===== src/rtl/morse_pkg.sv =====
// -----------------------------------------------------------------------------
// morse_pkg
// Shared definitions for the Morse sequence player:
//   - sym_e    : 2-bit symbol codes carried in each EncSeq slot
//   - state_e  : player FSM states
//   - sig_e    : 3-bit codes of the regenerated producer-side symbol stream
//   - UNITS_*  : phase lengths in Morse time units
//   - helpers  : slot extraction and per-symbol phase length
// -----------------------------------------------------------------------------
package morse_pkg;

    typedef enum logic [1:0] {
        SYM_DOT     = 2'b00,
        SYM_DASH    = 2'b01,
        SYM_ILLEGAL = 2'b10,
        SYM_TERM    = 2'b11
    } sym_e;

    typedef enum logic [1:0] {
        ST_IDLE  = 2'd0,
        ST_MARK  = 2'd1,
        ST_GAP   = 2'd2,
        ST_TRAIL = 2'd3
    } state_e;

    typedef enum logic [2:0] {
        SIG_DOT        = 3'b000,
        SIG_DASH       = 3'b001,
        SIG_LETTER_END = 3'b010,
        SIG_WORD_END   = 3'b011,
        SIG_NONE       = 3'b111
    } sig_e;

    localparam logic [2:0] UNITS_DOT        = 3'd1;
    localparam logic [2:0] UNITS_DASH       = 3'd3;
    localparam logic [2:0] UNITS_GAP        = 3'd1;
    localparam logic [2:0] UNITS_LETTER_GAP = 3'd3;
    localparam logic [2:0] UNITS_WORD_GAP   = 3'd7;

    localparam int unsigned NUM_SLOTS = 5;

    // Slot 0 sits in the most significant pair so a letter reads left to right.
    function automatic sym_e slot_sym(input logic [9:0] enc, input logic [2:0] k);
        case (k)
            3'd0:    return sym_e'(enc[9:8]);
            3'd1:    return sym_e'(enc[7:6]);
            3'd2:    return sym_e'(enc[5:4]);
            3'd3:    return sym_e'(enc[3:2]);
            default: return sym_e'(enc[1:0]);
        endcase
    endfunction

    function automatic logic is_mark(input sym_e s);
        return (s == SYM_DOT) || (s == SYM_DASH);
    endfunction

    function automatic logic [2:0] mark_units(input sym_e s);
        return (s == SYM_DASH) ? UNITS_DASH : UNITS_DOT;
    endfunction

    function automatic logic [2:0] trail_units(input logic letter_gap);
        return letter_gap ? UNITS_LETTER_GAP : UNITS_WORD_GAP;
    endfunction

endpackage


===== src/rtl/morse_unit_timer.sv =====
// -----------------------------------------------------------------------------
// morse_unit_timer
// Phase timer. A load of N units (sampled on the rising edge with load=1)
// makes done pulse high for exactly one cycle, N*UNIT_CYCLES cycles after
// that edge, so the owner can change phase on the edge that ends the pulse.
// A load in the cycle where done is high restarts the timer seamlessly.
//   clk, rst_n : clock, asynchronous active-low reset
//   load       : start a new phase
//   units      : phase length in Morse units (1..7)
//   done       : last cycle of the phase
// -----------------------------------------------------------------------------
module morse_unit_timer #(
    parameter int UNIT_CYCLES = 25000000
) (
    input  logic       clk,
    input  logic       rst_n,
    input  logic       load,
    input  logic [2:0] units,
    output logic       done
);

    // Longest phase is 7 units; the counter holds (7*UNIT_CYCLES - 1) at most,
    // so it never wraps inside a phase.
    localparam int CW = $clog2(UNIT_CYCLES * 7);

    logic [CW-1:0] cnt_q, cnt_d;
    logic          active_q, active_d;

    // NOTE: every combinational output gets a default before any branch so no
    // path leaves it unassigned, which would otherwise infer a latch.
    always_comb begin
        cnt_d    = cnt_q;
        active_d = active_q;
        if (load) begin
            cnt_d    = CW'(int'(units) * UNIT_CYCLES - 1);
            active_d = 1'b1;
        end else if (active_q) begin
            if (cnt_q == '0) active_d = 1'b0;
            else             cnt_d    = cnt_q - 1'b1;
        end
    end

    // NOTE: state registers use non-blocking assignments so every flop samples
    // the pre-edge value of its neighbours.
    always_ff @(posedge clk or negedge rst_n) begin
        if (!rst_n) begin
            cnt_q    <= '0;
            active_q <= 1'b0;
        end else begin
            cnt_q    <= cnt_d;
            active_q <= active_d;
        end
    end

    assign done = active_q && (cnt_q == '0);

endmodule


===== src/rtl/morse_sequence_player.sv =====
// -----------------------------------------------------------------------------
// morse_sequence_player
// Plays one encoded Morse letter (up to five dot/dash slots) as a keyed tone:
// marks for each symbol, one-unit gaps between them, then a letter (3-unit)
// or word (7-unit) trailing silence. One sequence at a time, no queuing.
//   Clk, Resetbar    : clock, asynchronous active-low reset
//   EncSeq           : five 2-bit slots, slot 0 in [9:8]
//   Space_EndSeqbar  : 1 = letter gap follows, 0 = word gap follows
//   SeqValid/SeqReady: accept handshake (ready only while idle)
//   Key              : 1 = tone on
//   Busy             : sequence in progress (= !SeqReady)
//   SeqError         : one-cycle pulse when an illegal slot code is reached
// Optional (MORSE_PLAYER_SIGNAL_ECHO_EN defined):
//   Signals, SignalValid : regenerated symbol stream, one pulse per mark
//                          entry and one at trail entry
// -----------------------------------------------------------------------------
module morse_sequence_player
    import morse_pkg::*;
#(
    parameter int UNIT_CYCLES = 25000000
) (
    input  logic       Clk,
    input  logic       Resetbar,
    input  logic [9:0] EncSeq,
    input  logic       Space_EndSeqbar,
    input  logic       SeqValid,
    output logic       SeqReady,
    output logic       Key,
    output logic       Busy,
`ifdef MORSE_PLAYER_SIGNAL_ECHO_EN
    output logic [2:0] Signals,
    output logic       SignalValid,
`endif
    output logic       SeqError
);

    state_e     state_q, state_d;
    logic [9:0] enc_q, enc_d;
    logic       space_q, space_d;
    logic [2:0] slot_q, slot_d;
    logic       key_q, key_d;
    logic       err_q, err_d;

    logic       tmr_load;
    logic [2:0] tmr_units;
    logic       tmr_done;

    sym_e       sym;

    morse_unit_timer #(
        .UNIT_CYCLES (UNIT_CYCLES)
    ) u_timer (
        .clk   (Clk),
        .rst_n (Resetbar),
        .load  (tmr_load),
        .units (tmr_units),
        .done  (tmr_done)
    );

    always_comb begin
        state_d   = state_q;
        enc_d     = enc_q;
        space_d   = space_q;
        slot_d    = slot_q;
        err_d     = 1'b0;
        tmr_load  = 1'b0;
        tmr_units = UNITS_GAP;
        sym       = SYM_TERM;

        case (state_q)
            ST_IDLE: begin
                if (SeqValid) begin
                    enc_d    = EncSeq;
                    space_d  = Space_EndSeqbar;
                    slot_d   = 3'd0;
                    sym      = slot_sym(EncSeq, 3'd0);
                    tmr_load = 1'b1;
                    if (is_mark(sym)) begin
                        state_d   = ST_MARK;
                        tmr_units = mark_units(sym);
                    end else begin
                        state_d   = ST_TRAIL;
                        tmr_units = trail_units(Space_EndSeqbar);
                        err_d     = (sym == SYM_ILLEGAL);
                    end
                end
            end

            ST_MARK: begin
                if (tmr_done) begin
                    tmr_load = 1'b1;
                    // Last slot has no successor: go straight to the trail.
                    if (slot_q != 3'(NUM_SLOTS - 1)) begin
                        sym = slot_sym(enc_q, slot_q + 3'd1);
                    end
                    if (is_mark(sym)) begin
                        state_d   = ST_GAP;
                        tmr_units = UNITS_GAP;
                        slot_d    = slot_q + 3'd1;
                    end else begin
                        state_d   = ST_TRAIL;
                        tmr_units = trail_units(space_q);
                        err_d     = (sym == SYM_ILLEGAL);
                    end
                end
            end

            ST_GAP: begin
                if (tmr_done) begin
                    sym       = slot_sym(enc_q, slot_q);
                    state_d   = ST_MARK;
                    tmr_load  = 1'b1;
                    tmr_units = mark_units(sym);
                end
            end

            ST_TRAIL: begin
                if (tmr_done) state_d = ST_IDLE;
            end

            default: state_d = ST_IDLE;
        endcase

        key_d = (state_d == ST_MARK);
    end

    always_ff @(posedge Clk or negedge Resetbar) begin
        if (!Resetbar) begin
            state_q <= ST_IDLE;
            enc_q   <= '0;
            space_q <= 1'b0;
            slot_q  <= '0;
            key_q   <= 1'b0;
            err_q   <= 1'b0;
        end else begin
            state_q <= state_d;
            enc_q   <= enc_d;
            space_q <= space_d;
            slot_q  <= slot_d;
            key_q   <= key_d;
            err_q   <= err_d;
        end
    end

    assign SeqReady = (state_q == ST_IDLE);
    assign Busy     = ~SeqReady;
    assign Key      = key_q;
    assign SeqError = err_q;

`ifdef MORSE_PLAYER_SIGNAL_ECHO_EN
    logic [2:0] signals_q, signals_d;
    logic       sig_valid_q, sig_valid_d;
    logic       enter_mark, enter_trail;

    // Marks are only entered from IDLE or GAP and the trail only from IDLE or
    // MARK, so a state change into either is exactly one entry event. The
    // loaded unit count tells dash from dot and word gap from letter gap.
    always_comb begin
        enter_mark  = (state_d == ST_MARK)  && (state_q != ST_MARK);
        enter_trail = (state_d == ST_TRAIL) && (state_q != ST_TRAIL);
        signals_d   = signals_q;
        sig_valid_d = enter_mark || enter_trail;
        if (enter_mark) begin
            signals_d = (tmr_units == UNITS_DASH) ? SIG_DASH : SIG_DOT;
        end else if (enter_trail) begin
            signals_d = (tmr_units == UNITS_WORD_GAP) ? SIG_WORD_END : SIG_LETTER_END;
        end
    end

    always_ff @(posedge Clk or negedge Resetbar) begin
        if (!Resetbar) begin
            signals_q   <= SIG_NONE;
            sig_valid_q <= 1'b0;
        end else begin
            signals_q   <= signals_d;
            sig_valid_q <= sig_valid_d;
        end
    end

    assign Signals     = signals_q;
    assign SignalValid = sig_valid_q;
`endif

endmodule


===== config.mk =====
export PLATFORM = sky130hd
export DESIGN_NAME = morse_sequence_player
export DESIGN_NICKNAME = d
export VERILOG_FILES = /design/src/rtl/morse_pkg.sv /design/src/rtl/morse_unit_timer.sv /design/src/rtl/morse_sequence_player.sv
export SDC_FILE = /design/constraint.sdc
export NUM_CORES = 1
export LEC_CHECK = 0
export BUFFER_PORTS_ARGS = -buffer_cell sky130_fd_sc_hd__buf_4
export CORE_ASPECT_RATIO = 1.2
export CORE_MARGIN = 2
export CORE_UTILIZATION = 43
export CTS_BUF_LIST = sky130_fd_sc_hd__clkbuf_4 sky130_fd_sc_hd__clkbuf_8 sky130_fd_sc_hd__clkbuf_16
export CTS_CLUSTER_SIZE = 16
export DETAILED_ROUTE_END_ITERATION = 6
export PLACE_DENSITY = 0.66
export SLEW_MARGIN = 20
export SYNTH_ARGS = -nofsm -noshare
export SYNTH_HDL_FRONTEND = slang
export SYNTH_SLANG_ARGS = --single-unit

===== constraint.sdc =====
create_clock -name Clk -period 4.5 [get_ports Clk]
set_input_delay 0.225 -clock Clk [delete_from_list [all_inputs] [get_ports Clk]]
set_output_delay 0.225 -clock Clk [all_outputs]
set_load 0.03 [all_outputs]

==> metrics.csv <==
stage,metric,value,unit
run_status,outcome,finished clean,
final_layout,synth-to-layout area growth,9.859,%
clock_network,# resized after CTS,0,
synthesis,most frequent cells after synthesis,"sky130_fd_sc_hd__dfrtp_1, sky130_fd_sc_hd__nand2_1, sky130_fd_sc_hd__ha_1",
pwr,Cell Pwr Density,225.4,nW/um^2
floorplan,placeable core region,6813,um^2
synthesis,async set-or-reset flop fraction in the synthesized netlist,100.0,%
sta,hold slack final,127.5,ps
final_layout,post-route standard cell area excluding fillers,3318,um^2
worst_setup_path,category of cells accounting for the largest share of critical-path delay,simple AND/OR/NAND/NOR gates,
sta,top achievable clock speed,303.1,MHz
detailed_routing,number of violations reported at the end of detailed-routing iteration 0,108,
synthesis,number of distinct standard cells referenced by the synthesized netlist,60,
synthesis,cell type with the largest total area after synthesis,sky130_fd_sc_hd__dfrtp_1,
sta,pins over their slew limit,0,
global_route,number of antenna violations at the first check in global routing,0,
detailed_routing,# DRC,0,
worst_setup_path,FF-to-FF End,u_timer.cnt_q[23],
sta,relative slew slack,36.66,%
worst_setup_path,category of the critical setup timing path,flop to flop,
worst_setup_path,crit start category,flop,
global_route,total gr overflow,0,
final_layout,layout cells sized above 1,15.79,%
worst_setup_path,critical path required time,4720,ps
final_layout,number of inserted filler cells in the final layout,680,
clock_network,H-tree level count,2,
final_layout,antenna cells,0,
floorplan,starting density of the core,44.33,%
clock_network,source-to-sink clock delay at the later pin of the worst-skew pair,300,ps
clock_network,clk sink count,47,
clock_network,CTS clock-pin slew for the worst setup and hold paths,90,ps
worst_setup_path,Worst R2R Setup Slack,1200,ps
detailed_routing,total number of vias,2274,
worst_setup_path,number of buffers and inverters on the critical path,3,
clock_network,TritonCTS clock tree,built,
sta,actual slew at the worst max-slew pin,948.8,ps
sta,fin crit period,3300,ps
clock_network,buffers inserted by post-CTS timing repair,0,
floorplan,Vert. Die Dim,95.81,um
detailed_routing,post-DR wirelength/cell,15.82,um
sta,unrepaired setup endpoints after global routing,false,
worst_setup_path,crit path cell chain,inv_1 -> ha_1 -> nor4_1 -> a221o_1 -> o21ai_0 -> o31a_1 -> or2_1 -> inv_1 -> ha_1 -> inv_1 -> ha_1 -> nor3_1 -> nand4_1 -> o21ai_1,
sta,period utilization,73.32,%
placed_design,count of port buffers added during placement,17,
detailed_routing,final antenna-violating net count,0,
placed_design,placer congestion estimate,0.8435,
synthesis,fraction of post-synthesis cell area in the top cell type by area,38.94,%
worst_setup_path,launching point of the worst reg2reg path,slot_q[0],
floorplan,Rows,33,
pwr,worst-case vdd ir drop,0.0001149,V
global_route,wire length of the first global-routing pass,10760,um
final_layout,Nets,360,
synthesis,instance count of the mapped netlist,309,
floorplan,x dimension of the die,80.51,um
detailed_routing,total wirelength of the detailed-routed design,6487,um
clock_network,cell at the root of the clock tree,sky130_fd_sc_hd__clkbuf_8,
synthesis,Post-synth EDFFs,0,
synthesis,warning count from the yosys run,0,
synthesis,dominant synthesized flop cell,sky130_fd_sc_hd__dfrtp_1,
worst_setup_path,cell with the biggest individual delay on the critical path,sky130_fd_sc_hd__dfrtp_1,
worst_setup_path,r2r worst-path depth,14,
synthesis,"Net Count, Synth",346,
sta,final worst clock skew,11.31,ps
worst_setup_path,endpoint type of the worst setup path,flop,
synthesis,main area contributors after synthesis,"sky130_fd_sc_hd__dfrtp_1, sky130_fd_sc_hd__ha_1, sky130_fd_sc_hd__mux2_2",
sta,final-report setup violation count,0,
clock_network,number of hold buffers added after cts,1,
floorplan,Top-Level Pins,18,
job,Max-Cap Viols,0,
worst_setup_path,critical path's largest stage delay,420,ps
synthesis,Post-Syn Area,3020,um^2
detailed_routing,via density per instance,5.546,
global_route,GRT Resource Usage Total,17.77,%
placed_design,standard cell area after detailed placement,3202,um^2
worst_setup_path,critical-path maximum fanout,6,
min_path,worst hold-check path type,input port to flop,
global_route,maximum number of pins on one net before global-route repair,48,
synthesis,"Seq/Total Area, Yosys",38.94,%
clock_network,maximum buffer depth of the clock tree,2,
min_path,number of cells on the worst hold path,2,
synthesis,synthesized flop and latch total,47,
clock_network,number of clock buffers inserted by TritonCTS,5,
worst_setup_path,Worst Path Arrival,3520,ps
placed_design,HPWL reported at the end of detailed placement,4762,um
sta,TNS Setup,0,ps
min_path,endpoint with the worst hold slack,SeqError,
pwr,Design Power,0.0007481,W
global_route,via count of the first global-routing pass,2253,
synthesis,synthesized area per cell,9.775,um^2
sta,hold violation total from the final report,0,
floorplan,floorplan die area,7714,um^2
synthesis,cell with the most instances after synthesis,sky130_fd_sc_hd__dfrtp_1,
min_path,worst min-delay path startpoint,EncSeq[8],
pwr,Pleak,1.398,nW
detailed_routing,First-pass DRT Iterations,4,
==> routing by layer <==
layer	track usage, %	routed length (um)	up-vias
li1	-	-	1128
met1	22.95	3005	1108
met2	30.56	3221	30
met3	2.533	146	8
met4	5.791	113	0
met5	0	0	-
==> state kept, by name, summed over array words and instances (netlist names) <==
| name | count |
|---|---|
| state_q | 2 |
| space_q | 1 |
| u_timer.cnt_q | 28 |
| SeqError | 1 |
| slot_q | 3 |
| enc_q | 10 |
| u_timer.active_q | 1 |
| Key | 1 |
==> cell type report <==
cell class                 instances  area (um^2)  area share [%]
clock buffer                       6        76.32           2.300
clock inverter                     1        30.03          0.9050
inverter                          14        52.55           1.584
multi-input combinational        237         1737           52.34
sequential                        47         1176           35.45
tap                               87        108.9           3.281
timing repair buffer              18        137.6           4.148
==> cells in the final DEF, fill, tap and decap left out, types with 6 or more instances in the layout <==
cell                      Yosys  final
sky130_fd_sc_hd__nor3_1      12     12
sky130_fd_sc_hd__o21ai_0     13     13
sky130_fd_sc_hd__inv_1       14     14
sky130_fd_sc_hd__nand2_1     31     31
sky130_fd_sc_hd__buf_4        1     17
sky130_fd_sc_hd__ha_1        23     23
sky130_fd_sc_hd__a21oi_1     11     11
sky130_fd_sc_hd__nand3_1      7      7
sky130_fd_sc_hd__mux2_2      11     11
sky130_fd_sc_hd__xnor2_1     11     11
sky130_fd_sc_hd__nor2_1      20     20
sky130_fd_sc_hd__nand4_1      7      7
sky130_fd_sc_hd__xor2_1      12     12
sky130_fd_sc_hd__or3_1        6      6
sky130_fd_sc_hd__dfrtp_1     47     47
==> how the worst max path moves through the flow <==
stage | startpoint | end | slack (ps) | cells past startpoint
2_1_floorplan | slot_q[0] | u_timer.cnt_q[23] | 1610 | 15
3_5_place_dp | slot_q[0] | u_timer.cnt_q[23] | 1230 | 14
4_1_cts | slot_q[0] | u_timer.cnt_q[23] | 1200 | 14
6_report | slot_q[0] | u_timer.cnt_q[23] | 1200 | 14
5_1_grt | slot_q[0] | u_timer.cnt_q[23] | 950 | 14
3_3_place_gp | slot_q[0] | u_timer.cnt_q[16] | 1370 | 14
==> power by group <==
part           switching (W)  internal, W
Sequential                 0     0.000422
Combinational      0.0000110   0.00000790
Clock               0.000138     0.000169
Total               0.000149     0.000599
==> cell families after synthesis <==
logic type | share of synthesized area [%]
xor+xnor | 6.669
buf+inv | 3.563
fa+ha+maj | 9.528
flops | 38.94
mux | 4.764
compound gates | 14.13
simple gates | 22.41
==> stage by stage <==
stage | util [%] | std cells | worst slack (ps)
global placement | 47.00 | 402 | 1366
CTS | 48.71 | 410 | 1197
floorplan | - | 309 | 1609
finish | 48.71 | 410 | 1200
global route | 48.71 | 410 | 952.0
detailed placement | 47.00 | 402 | 1231
No activity file was read; power rests on OpenSTA's default activity.
